File: src/rtl/traffic_phase_ctrl.sv
// Two-road intersection phase sequencer: Moore FSM with a shared saturating phase timer,
// driving main/side light heads and the pedestrian walk lamp.
module traffic_phase_ctrl #(
    parameter int GREEN_MIN = 4,
    parameter int GREEN_MAX = 8,
    parameter int YELLOW_T  = 2,
    parameter int RED_CLR   = 1
) (
    input  logic       clock,
    input  logic       reset,
    input  logic       car_side,
    input  logic       ped_req,
    output logic [1:0] main_light,
    output logic [1:0] side_light,
    output logic       walk,
    output logic [2:0] state
);

    // state       | meaning
    // MAIN_GREEN  | main road green, waits for side car or pedestrian
    // MAIN_YELLOW | main road yellow
    // ALL_RED_A   | clearance before side green
    // SIDE_GREEN  | side road green, walk lamp on
    // SIDE_YELLOW | side road yellow
    // ALL_RED_B   | clearance before main green
    // BAD6, BAD7  | unused codes, recover to MAIN_GREEN
    typedef enum logic [2:0] {
        MAIN_GREEN  = 3'b000,
        MAIN_YELLOW = 3'b001,
        ALL_RED_A   = 3'b010,
        SIDE_GREEN  = 3'b011,
        SIDE_YELLOW = 3'b100,
        ALL_RED_B   = 3'b101,
        BAD6        = 3'b110,
        BAD7        = 3'b111
    } phase_t;

    localparam logic [7:0] GMIN_TC = 8'(GREEN_MIN - 1);
    localparam logic [7:0] GMAX_TC = 8'(GREEN_MAX - 1);
    localparam logic [7:0] YEL_TC  = 8'(YELLOW_T - 1);
    localparam logic [7:0] RED_TC  = 8'(RED_CLR - 1);

    localparam logic [1:0] LAMP_RED    = 2'b00;
    localparam logic [1:0] LAMP_YELLOW = 2'b01;
    localparam logic [1:0] LAMP_GREEN  = 2'b10;

    phase_t     state_q;
    phase_t     state_d;
    logic [7:0] timer_q;
    logic       ped_pending_q;
    logic       ped_pending_d;

    always_ff @(posedge clock) begin
        if (reset) begin
            state_q       <= MAIN_GREEN;
            timer_q       <= 8'd0;
            ped_pending_q <= 1'b0;
        end else begin
            state_q       <= state_d;
            ped_pending_q <= ped_pending_d;
            if (state_d != state_q) begin
                timer_q <= 8'd0;
            end else if (timer_q != 8'hFF) begin
                timer_q <= timer_q + 8'd1;
            end
        end
    end

    always_comb begin
        state_d = state_q;
        case (state_q)
            MAIN_GREEN:  if (timer_q >= GMIN_TC && (car_side || ped_pending_q)) state_d = MAIN_YELLOW;
            MAIN_YELLOW: if (timer_q == YEL_TC) state_d = ALL_RED_A;
            ALL_RED_A:   if (timer_q == RED_TC) state_d = SIDE_GREEN;
            SIDE_GREEN:  if (timer_q == GMAX_TC || (timer_q >= GMIN_TC && !car_side)) state_d = SIDE_YELLOW;
            SIDE_YELLOW: if (timer_q == YEL_TC) state_d = ALL_RED_B;
            ALL_RED_B:   if (timer_q == RED_TC) state_d = MAIN_GREEN;
            default:     state_d = MAIN_GREEN;
        endcase
    end

    // The walk is granted by entering side green, so that edge consumes the request
    // even if a new one arrives on the same cycle.
    always_comb begin
        ped_pending_d = ped_pending_q;
        if (state_q == ALL_RED_A && state_d == SIDE_GREEN) begin
            ped_pending_d = 1'b0;
        end else if (ped_req && state_q != SIDE_GREEN) begin
            ped_pending_d = 1'b1;
        end
    end

    always_comb begin
        main_light = LAMP_RED;
        side_light = LAMP_RED;
        walk       = 1'b0;
        case (state_q)
            MAIN_GREEN:  main_light = LAMP_GREEN;
            MAIN_YELLOW: main_light = LAMP_YELLOW;
            SIDE_GREEN: begin
                side_light = LAMP_GREEN;
                walk       = 1'b1;
            end
            SIDE_YELLOW: side_light = LAMP_YELLOW;
            default: begin
                main_light = LAMP_RED;
                side_light = LAMP_RED;
            end
        endcase
    end

    assign state = state_q;

endmodule

File: config.mk
export PLATFORM = sky130hd
export DESIGN_NAME = traffic_phase_ctrl
export DESIGN_NICKNAME = d
export VERILOG_FILES = /design/src/rtl/traffic_phase_ctrl.sv
export SDC_FILE = /design/constraint.sdc
export NUM_CORES = 1
export LEC_CHECK = 0
export BUFFER_PORTS_ARGS = -buffer_cell sky130_fd_sc_hd__clkbuf_2
export CAP_MARGIN = 20
export CORE_AREA = 5 5 57 59
export CTS_CLUSTER_SIZE = 12
export DETAILED_ROUTE_END_ITERATION = 7
export DIE_AREA = 0 0 62 64
export MAX_ROUTING_LAYER = met4
export SETUP_SLACK_MARGIN = 0.05
export SLEW_MARGIN = 20
export SYNTH_ARGS = -nofsm -noshare
export SYNTH_HDL_FRONTEND = slang
export SYNTH_SLANG_ARGS = --single-unit
File: constraint.sdc
create_clock -name clock -period 4.2 [get_ports clock]
set_input_delay 1.26 -clock clock [delete_from_list [all_inputs] [get_ports clock]]
set_output_delay 1.26 -clock clock [all_outputs]
set_load 0.02 [all_outputs]
==> results of run 1 <==
-- cell families (layout without fill, tap and decap cells) --
family | after synthesis | after routing | synth area share, %
multiplexers | 2 | 2 | 2.216
flip-flops | 12 | 12 | 26.59
AND/OR/NAND/NOR | 50 | 50 | 32.96
adder cells (fa/ha/maj) | 3 | 3 | 4.156
XOR/XNOR | 4 | 4 | 3.879
buffers and inverters | 14 | 21 | 6.786
AO/OA/AOI/OAI | 28 | 28 | 23.41
-- registers in the layout, summed over array words and instances (netlist names) --
| register | count |
|---|---|
| ped_pending_q | 1 |
| timer_q | 8 |
| state | 3 |
-- per-layer routing --
metal  part of all wire, %  routed length, microns  GRT usage, %  vias to the layer above
met5                     0                       0             -                        -
met3                   6.5                     147         4.225                        2
met4                  0.57                      13         1.592                        0
met2                    48                    1088         20.34                       26
met1                    45                    1024         16.10                      410
li1                      -                       -             -                      437
-- synth_stat cells, types with 2 or more instances --
library cell / number / area share [%]
clkbuf_1: 6 / 2.5
and3_1: 2 / 1.4
nor4_1: 4 / 2.8
nand2b_1: 4 / 2.8
a311oi_1: 5 / 4.8
dfxtp_1: 12 / 27
xnor2_1: 3 / 2.9
or2_2: 2 / 1.4
nor3_1: 3 / 1.7
or3_1: 2 / 1.4
or4_1: 2 / 1.7
nand4_1: 2 / 1.4
nor2_1: 10 / 4.2
mux2i_1: 2 / 2.2
a41oi_1: 2 / 1.9
nand3_1: 2 / 1.1
a21oi_1: 5 / 2.8
and2_1: 4 / 2.8
a31oi_1: 6 / 4.2
nand2_1: 6 / 2.5
ha_1: 3 / 4.2
inv_1: 6 / 2.5
-- worst max-delay path by stage --
stage | start | endpoint | slack, ns | depth (start not counted)
after floorplan | car_side | timer_q[1] | 1.69 | 6
after global placement | car_side | timer_q[4] | 1.52 | 6
after detailed placement | car_side | timer_q[6] | 1.45 | 6
after CTS | state[0] | walk | 1.34 | 3
after global routing | state[0] | walk | 1.25 | 3
final | state[0] | walk | 1.36 | 3
-- per-stage QoR --
| stage | power, mW | setup slack [ns] | area, sq um | std cells | hold slack, ns |
|---|---|---|---|---|---|
| after floorplan | 0.2756 | 1.686 | 903.4 | 113 | 0.4833 |
| after global placement | 0.3027 | 1.516 | 958.4 | 147 | 0.5147 |
| after detailed placement | 0.3092 | 1.451 | 958.4 | 147 | 0.5309 |
| after CTS | 0.4049 | 1.344 | 994.7 | 151 | 0.5449 |
| after global routing | 0.4279 | 1.254 | 994.7 | 151 | 0.5602 |
| final | 0.4017 | 1.364 | 994.7 | 151 | 0.5316 |
-- area by class of cell --
cell class              count  area, sq um  area share [%]
clock buffers               4        36.28           3.648
multi-input cells          87        601.8           60.50
flip-flops and latches     12        240.2           24.15
well taps                  31        38.79           3.899
repair buffers             11        55.05           5.535
inverters                   6        22.52           2.264
-- power breakdown --
part	switching, mW	total [mW]	internal [mW]
Sequential	0.0243	0.150	0.125
Clock	0.0421	0.0947	0.0527
Combinational	0.0938	0.157	0.0633
Total	0.160	0.402	0.241
-- worst register-to-register path, stage by stage (launching register included) --
cell and delay, ns:
dfxtp_1 0.38, or4_1 0.69, nor4_1 0.61, a41o_1 0.20
o21ai_1 0.20, a311oi_1 0.34
==> out/results.txt, run 1 <==
status - completed
CTS tree - yes
Yosys cell types - 42
CTS Root Buffer Type - clkbuf_4
Crit path required time - 2.94 ns
Ys Warns - 0
vias in the first global route - 832
Hold Startpoint - ped_pending_q
syn_nets - 120
crit-path cells - nor2b_1 > and2_1 > clkbuf_2
clk sinks - 12
Area Overhead vs Synth - 10.11%
Tmin final - 2.836 ns
I/O pin count - 12
CP max stage cell - dfxtp_1
core area - 2663 sq um
Cell Pwr Density - 403.8 nW/um^2
Iter 0 DRT Violations - 44
Slew @ Worst Pin - 0.6519 ns
clock transition at the registers of the reported paths - 0.08 ns
Crit path max-delay family - flip-flops
Synth Flop Type - dfxtp_1
ANT cells - 0
commonest non-fill, non-tap cell in the layout - dfxtp_1
GRT Residual Overflow - 0
initial antenna violation count - 0
port bufs - 11
FMAX - 352.6 MHz
post-synthesis cell count - 113
Final Max Tran Viols - 0
Critical Path AT - 1.58 ns
syn avg cell area - 7.994 sq um
Post-synth ARST share - 0%
LEAKAGE - 0.3883 nW
# setup viols final - 0
Setup Skew - 0.003662 ns
routability congestion estimate - 0.8421
EDFF count, synth - 0
layout net count - 128
Die X - 62 microns
register area share after synthesis - 26.59%
FP Rows - 19
Synth Cell Area - 903.4 sq um
layout cells sized above 1 - 16.67%
DR pass1 iterations - 4
Die H - 64 microns
hpwl dp - 1729 microns
Critical R2R Launch - timer_q[4]
endpoints failing hold - 0
Buf/Inv on CP - 1
first-pass GRT wire length - 3829 microns
final critical-path share of the clock period - 67.53%
Slew headroom - 56.14%
GR Util All Layers - 12.82%
via count - 875
Max VDD drop - 0.2192 mV
Initial Utilization - 33.93%
RSZ-0062 raised after global routing - false
reg2reg end - timer_q[6]
postcts setup bufs - 0
Routed WL - 2274 microns
R2R setup slack - 1.70 ns
CP Class - register to primary output
vias per inst - 5.795
post-CTS sizing - 0
highest-count cells in the layout ignoring fill and taps - 12 x dfxtp_1, 11 x clkbuf_2, 10 x nor2_1
Hold Path Stages - 2
CTS buffer count - 3
Max FO, Critical Path - 17
Filler cells - 283
largest net degree at the start of global routing - 18
post-route ant nets - 0
clk_lat worst skew - 0.27 ns
setup TNS - 0 ns
Clock Tree Buf Depth - 2
CP peak stage delay - 0.64 ns
DR WL/cell - 15.06 microns
Startpoint Class - register
H-Tree Level Count - 1
drc violations - 0
hold buffer count at CTS - 0
Max Cap Viol - 0
Worst R2R Path Depth - 5
CP endpoint kind - primary output
hold path endpoint - ped_pending_q
worst hold path class - register to register
post-layout utilization of the core - 37.36%
Die ar. - 3968 sq um
post-synthesis register bit count - 12
No activity file was read; power rests on OpenSTA's default activity.
==> inputs of run 2 (changes only) <==
==> constraint.sdc (replaced) <==
create_clock -name clock -period 2.56 [get_ports clock]
set_input_delay 0.768 -clock clock [delete_from_list [all_inputs] [get_ports clock]]
set_output_delay 0.768 -clock clock [all_outputs]
set_load 0.02 [all_outputs]
==> out/results.txt, run 2 (synthesis gave the netlist of run 1 again) <==
DP Area - 988.4 sq um (was 958.4 sq um)
reg2reg end - timer_q[4] (was timer_q[6])
Setup Skew - 0.01385 ns (was 0.003662 ns)
H-Tree Level Count - 1 (unchanged)
Critical R2R Launch - timer_q[4] (unchanged)
first-pass GRT wire length - 3850 microns (was 3829 microns)
Initial Utilization - 33.93% (unchanged)
via count - 923 (was 875)
Reg with most FFs - timer_q (unchanged)
DR pass1 iterations - 4 (unchanged)
Hold Startpoint - ped_pending_q (unchanged)
Crit path required time - 2.75 ns (was 2.94 ns)
LEAKAGE - 0.4093 nW (was 0.3883 nW)
Clock Tree Buf Depth - 2 (unchanged)
FMAX - 424.4 MHz
initial antenna violation count - 0 (unchanged)
clock transition at the registers of the reported paths - 0.09 ns (was 0.08 ns)
routability congestion estimate - 0.8660 (was 0.8421)
Final Max Tran Viols - 0 (unchanged)
commonest non-fill, non-tap cell in the layout - dfxtp_1 (unchanged)
Max FO, Critical Path - 8 (was 17)
Iter 0 DRT Violations - 30 (was 44)
CTS Root Buffer Type - clkbuf_4 (unchanged)
clk sinks - 12 (unchanged)
Worst R2R Path Depth - 5 (unchanged)
CTS buffer count - 3 (unchanged)
# setup viols final - 0 (unchanged)
Routed WL - 2363 microns (was 2274 microns)
drc violations - 0 (unchanged)
hpwl dp - 1765 microns (was 1729 microns)
GRT Residual Overflow - 0 (unchanged)
CP max stage cell - or4_1 (was dfxtp_1)
layout net count - 132 (was 128)
vias per inst - 5.955 (was 5.795)
post-CTS sizing - 0 (unchanged)
Critical Path AT - 2.55 ns (was 1.58 ns)
Cell Pwr Density - 658.8 nW/um^2 (was 403.8 nW/um^2)
Crit. Startpoint - timer_q[4] (was state[0])
FP Rows - 19 (unchanged)
Area Overhead vs Synth - 13.43% (was 10.11%)
I/O pin count - 12 (unchanged)
vias in the first global route - 842 (was 832)
CP endpoint kind - register (was primary output)
port bufs - 11 (unchanged)
highest-count cells in the layout ignoring fill and taps - 12 x dfxtp_1, 11 x clkbuf_2, 10 x nor2_1 (unchanged)
Startpoint Class - register (unchanged)
Worst setup endpoint - timer_q[4] (was walk)
RSZ-0062 raised after global routing - false (unchanged)
design area - 1025 sq um (was 994.7 sq um)
endpoints failing hold - 0 (unchanged)
Slew headroom - 63.94% (was 56.14%)
core area - 2663 sq um (unchanged)
max FFs per register - 8 (unchanged)
R2R setup slack - 0.20 ns (was 1.70 ns)
clk_lat worst skew - 0.28 ns (was 0.27 ns)
DR WL/cell - 15.25 microns (was 15.06 microns)
post-route ant nets - 0 (unchanged)
largest net degree at the start of global routing - 14 (was 18)
setup TNS - 0 ns (unchanged)
Slew @ Worst Pin - 0.5372 ns (was 0.6519 ns)
GR Util All Layers - 12.65% (was 12.82%)
layout cells sized above 1 - 19.35% (was 16.67%)
status - completed (unchanged)
fin cells - 155 (was 151)
CP peak stage delay - 0.69 ns (was 0.64 ns)
Max VDD drop - 0.4245 mV (was 0.2192 mV)
Die ar. - 3968 sq um (unchanged)
final critical-path share of the clock period - 92.05%
crit-path cells - or4_1 > nor3_4 > a211oi_2 > or4b_4 > a311oi_1 (was nor2b_1 > and2_1 > clkbuf_2)
hold buffer count at CTS - 0 (unchanged)
Die X - 62 microns (unchanged)
CTS tree - yes (unchanged)
CP Class - register to register (was register to primary output)
DP Cell Count - 151 (was 147)
postcts setup bufs - 0 (unchanged)
Die H - 64 microns (unchanged)
worst hold path class - register to register (unchanged)
Max Cap Viol - 0 (unchanged)
Tmin final - 2.356 ns
ANT cells - 0 (unchanged)
-- run 2: layout make-up --
type | count | area [sq um]
Tap cell | 31 | 38.79
Timing Repair Buffer | 15 | 85.08
Fill cell | 298 | 1638
Inverter | 6 | 22.52
Multi-Input combinational cell | 87 | 601.8
Clock buffer | 4 | 36.28
Sequential cell | 12 | 240.2
-- run 2: stage by stage --
step	power [mW]	hold slack (ns)	util (%)	setup WS, ns
after floorplan	0.4522	0.4833	-	0.3705
after global placement	0.5133	0.5114	37.12	0.2811
after detailed placement	0.5159	0.5105	37.12	0.2373
after CTS	0.6737	0.5269	38.49	0.2236
after global routing	0.7150	0.5515	38.49	0.06642
final	0.6751	0.5180	38.49	0.2035
-- run 2: worst min path at each step --
stage	depth (start not counted)	slack, ns	to
after floorplan	2	0.48	ped_pending_q
after global placement	2	0.51	ped_pending_q
after detailed placement	2	0.51	ped_pending_q
after CTS	2	0.53	ped_pending_q
after global routing	2	0.55	ped_pending_q
final	2	0.52	ped_pending_q
-- run 2: routing by layer --
layer	vias to the layer above	GRT usage (%)	part of all wire, %
met3	6	3.823	7.8
met4	0	2.918	0.93
met1	431	15.68	44
met2	35	19.82	48
li1	451	-	-
met5	-	-	0
-- run 2: power breakdown --
part | internal [mW] | switching (mW) | total [mW]
sequential | 0.206 | 0.0326 | 0.239
combinational | 0.112 | 0.168 | 0.281
clock | 0.0865 | 0.0695 | 0.156
-- run 2: critical path: cells and delay by family (launching register included) --
family | cells | cell delay [ns]
flip-flops | 1 | 0.38
AO/OA/AOI/OAI | 2 | 0.38
AND/OR/NAND/NOR | 3 | 1.50
==> inputs of run 3 (changes only) <==
==> constraint.sdc (replaced) <==
create_clock -name clock -period 2.56 [get_ports clock]
set_input_delay 0.512 -clock clock [delete_from_list [all_inputs] [get_ports clock]]
set_output_delay 0.512 -clock clock [all_outputs]
set_load 0.02 [all_outputs]
==> out/results.txt, run 3 (synthesis gave the netlist of run 1 again) <==
status - completed (unchanged)
R2R setup slack - 0.20 ns (about the same)
Initial Utilization - 33.93% (unchanged)
Max VDD drop - 0.3561 mV (was 0.4245 mV)
final critical-path share of the clock period - 92.01% (was 92.05%)
GR Util All Layers - 12.74% (was 12.65%)
CP peak stage delay - 0.70 ns (was 0.69 ns)
core area - 2663 sq um (unchanged)
worst hold slack - 0.4793 ns (was 0.5180 ns)
Max FO, Critical Path - 8 (unchanged)
layout cells sized above 1 - 20.00% (was 19.35%)
LEAKAGE - 0.4148 nW (was 0.4093 nW)
clk_lat worst skew - 0.28 ns (about the same)
CP endpoint kind - register (unchanged)
Max Cap Viol - 0 (unchanged)
Buf/Inv on CP - 0 (unchanged)
H-Tree Level Count - 1 (unchanged)
I/O pin count - 12 (unchanged)
DR pass1 iterations - 4 (unchanged)
vias in the first global route - 856 (was 842)
CP max stage cell - or4_1 (unchanged)
ANT cells - 0 (unchanged)
via count - 899 (was 923)
port bufs - 11 (unchanged)
Crit path required time - 2.75 ns (about the same)
Reg with most FFs - timer_q (unchanged)
Final WS setup - 0.2047 ns (was 0.2035 ns)
GRT Residual Overflow - 0 (unchanged)
initial antenna violation count - 0 (unchanged)
Final Max Tran Viols - 0 (unchanged)
Cell Pwr Density - 649.8 nW/um^2 (was 658.8 nW/um^2)
post-route ant nets - 0 (unchanged)
first-pass GRT wire length - 3843 microns (was 3850 microns)
largest net degree at the start of global routing - 17 (was 14)
Slew @ Worst Pin - 0.5667 ns (was 0.5372 ns)
DR WL/cell - 14.75 microns (was 15.25 microns)
CP Class - register to register (unchanged)
Startpoint Class - register (unchanged)
max FFs per register - 8 (unchanged)
fin cells - 156 (was 155)
Die ar. - 3968 sq um (unchanged)
CTS buffer count - 3 (unchanged)
FMAX - 424.6 MHz (was 424.4 MHz)
Power Total - 670.7 uW (was 675.1 uW)
DP Cell Count - 152 (was 151)
drc violations - 0 (unchanged)
crit-path cells - or4_1 > nor3_4 > a211oi_2 > or4b_4 > a311oi_1 (unchanged)
clock transition at the registers of the reported paths - 0.09 ns (about the same)
postcts setup bufs - 0 (unchanged)
RSZ-0062 raised after global routing - false (unchanged)
routability congestion estimate - 0.8702 (was 0.8660)
Area Overhead vs Synth - 14.27% (was 13.43%)
Crit path max-delay family - simple AND/OR/NAND/NOR gates (unchanged)
Iter 0 DRT Violations - 62 (was 30)
worst hold path class - input port to register (was register to register)
# setup viols final - 0 (unchanged)
commonest non-fill, non-tap cell in the layout - dfxtp_1 (unchanged)
post-CTS sizing - 0 (unchanged)
highest-count cells in the layout ignoring fill and taps - 12 x dfxtp_1, 11 x clkbuf_2, 10 x nor2_1 (unchanged)
Critical Path AT - 2.54 ns (was 2.55 ns)
Die X - 62 microns (unchanged)
vias per inst - 5.763 (was 5.955)
FP Rows - 19 (unchanged)
Slew headroom - 61.96% (was 63.94%)
CTS Root Buffer Type - clkbuf_4 (unchanged)
Clock Tree Buf Depth - 2 (unchanged)
Die H - 64 microns (unchanged)
hold buffer count at CTS - 0 (unchanged)
layout net count - 133 (was 132)
clk sinks - 12 (unchanged)
Tmin final - 2.355 ns (was 2.356 ns)
CTS tree - yes (unchanged)
Setup Skew - 0.01230 ns (was 0.01385 ns)
endpoints failing hold - 0 (unchanged)
setup TNS - 0 ns (unchanged)
pre-CTS WS - 0.2560 ns (was 0.2373 ns)
hpwl dp - 1689 microns (was 1765 microns)
Routed WL - 2301 microns (was 2363 microns)
[run 3: final timing paths]
kind                 startpoint       endpoint  cells past startpoint
hold reg to reg   ped_pending_q  ped_pending_q                      2
setup reg to reg     timer_q[4]     timer_q[5]                      5
hold / removal            reset       state[2]                      2
setup / recovery     timer_q[4]     timer_q[5]                      5
[run 3: stage by stage]
stage,cell area (sq um),utilization (%)
6_report,1032,38.77
3_5_place_dp,996.0,37.41
2_1_floorplan,903.4,-
5_1_grt,1032,38.77
4_1_cts,1032,38.77
3_3_place_gp,996.0,37.41
[run 3: layout make-up]
type	count	area, sq um
Clock buffer	4	36.28
Fill cell	289	1630
Inverter	6	22.52
Multi-Input combinational cell	87	601.8
Sequential cell	12	240.2
Tap cell	31	38.79
Timing Repair Buffer	16	92.59
[run 3: per-layer routing]
layer | track usage, % | up-vias | routed length [microns]
li1 | - | 451 | -
met5 | - | - | 0
met3 | 4.024 | 5 | 165
met4 | 4.244 | 0 | 33
met1 | 16.95 | 415 | 1121
met2 | 18.01 | 28 | 981
[run 3: where the power goes]
part	total (mW)	internal [mW]	switching, mW
Sequential	0.232	0.206	0.0262
Combinational	0.282	0.112	0.169
Clock	0.157	0.0866	0.0704
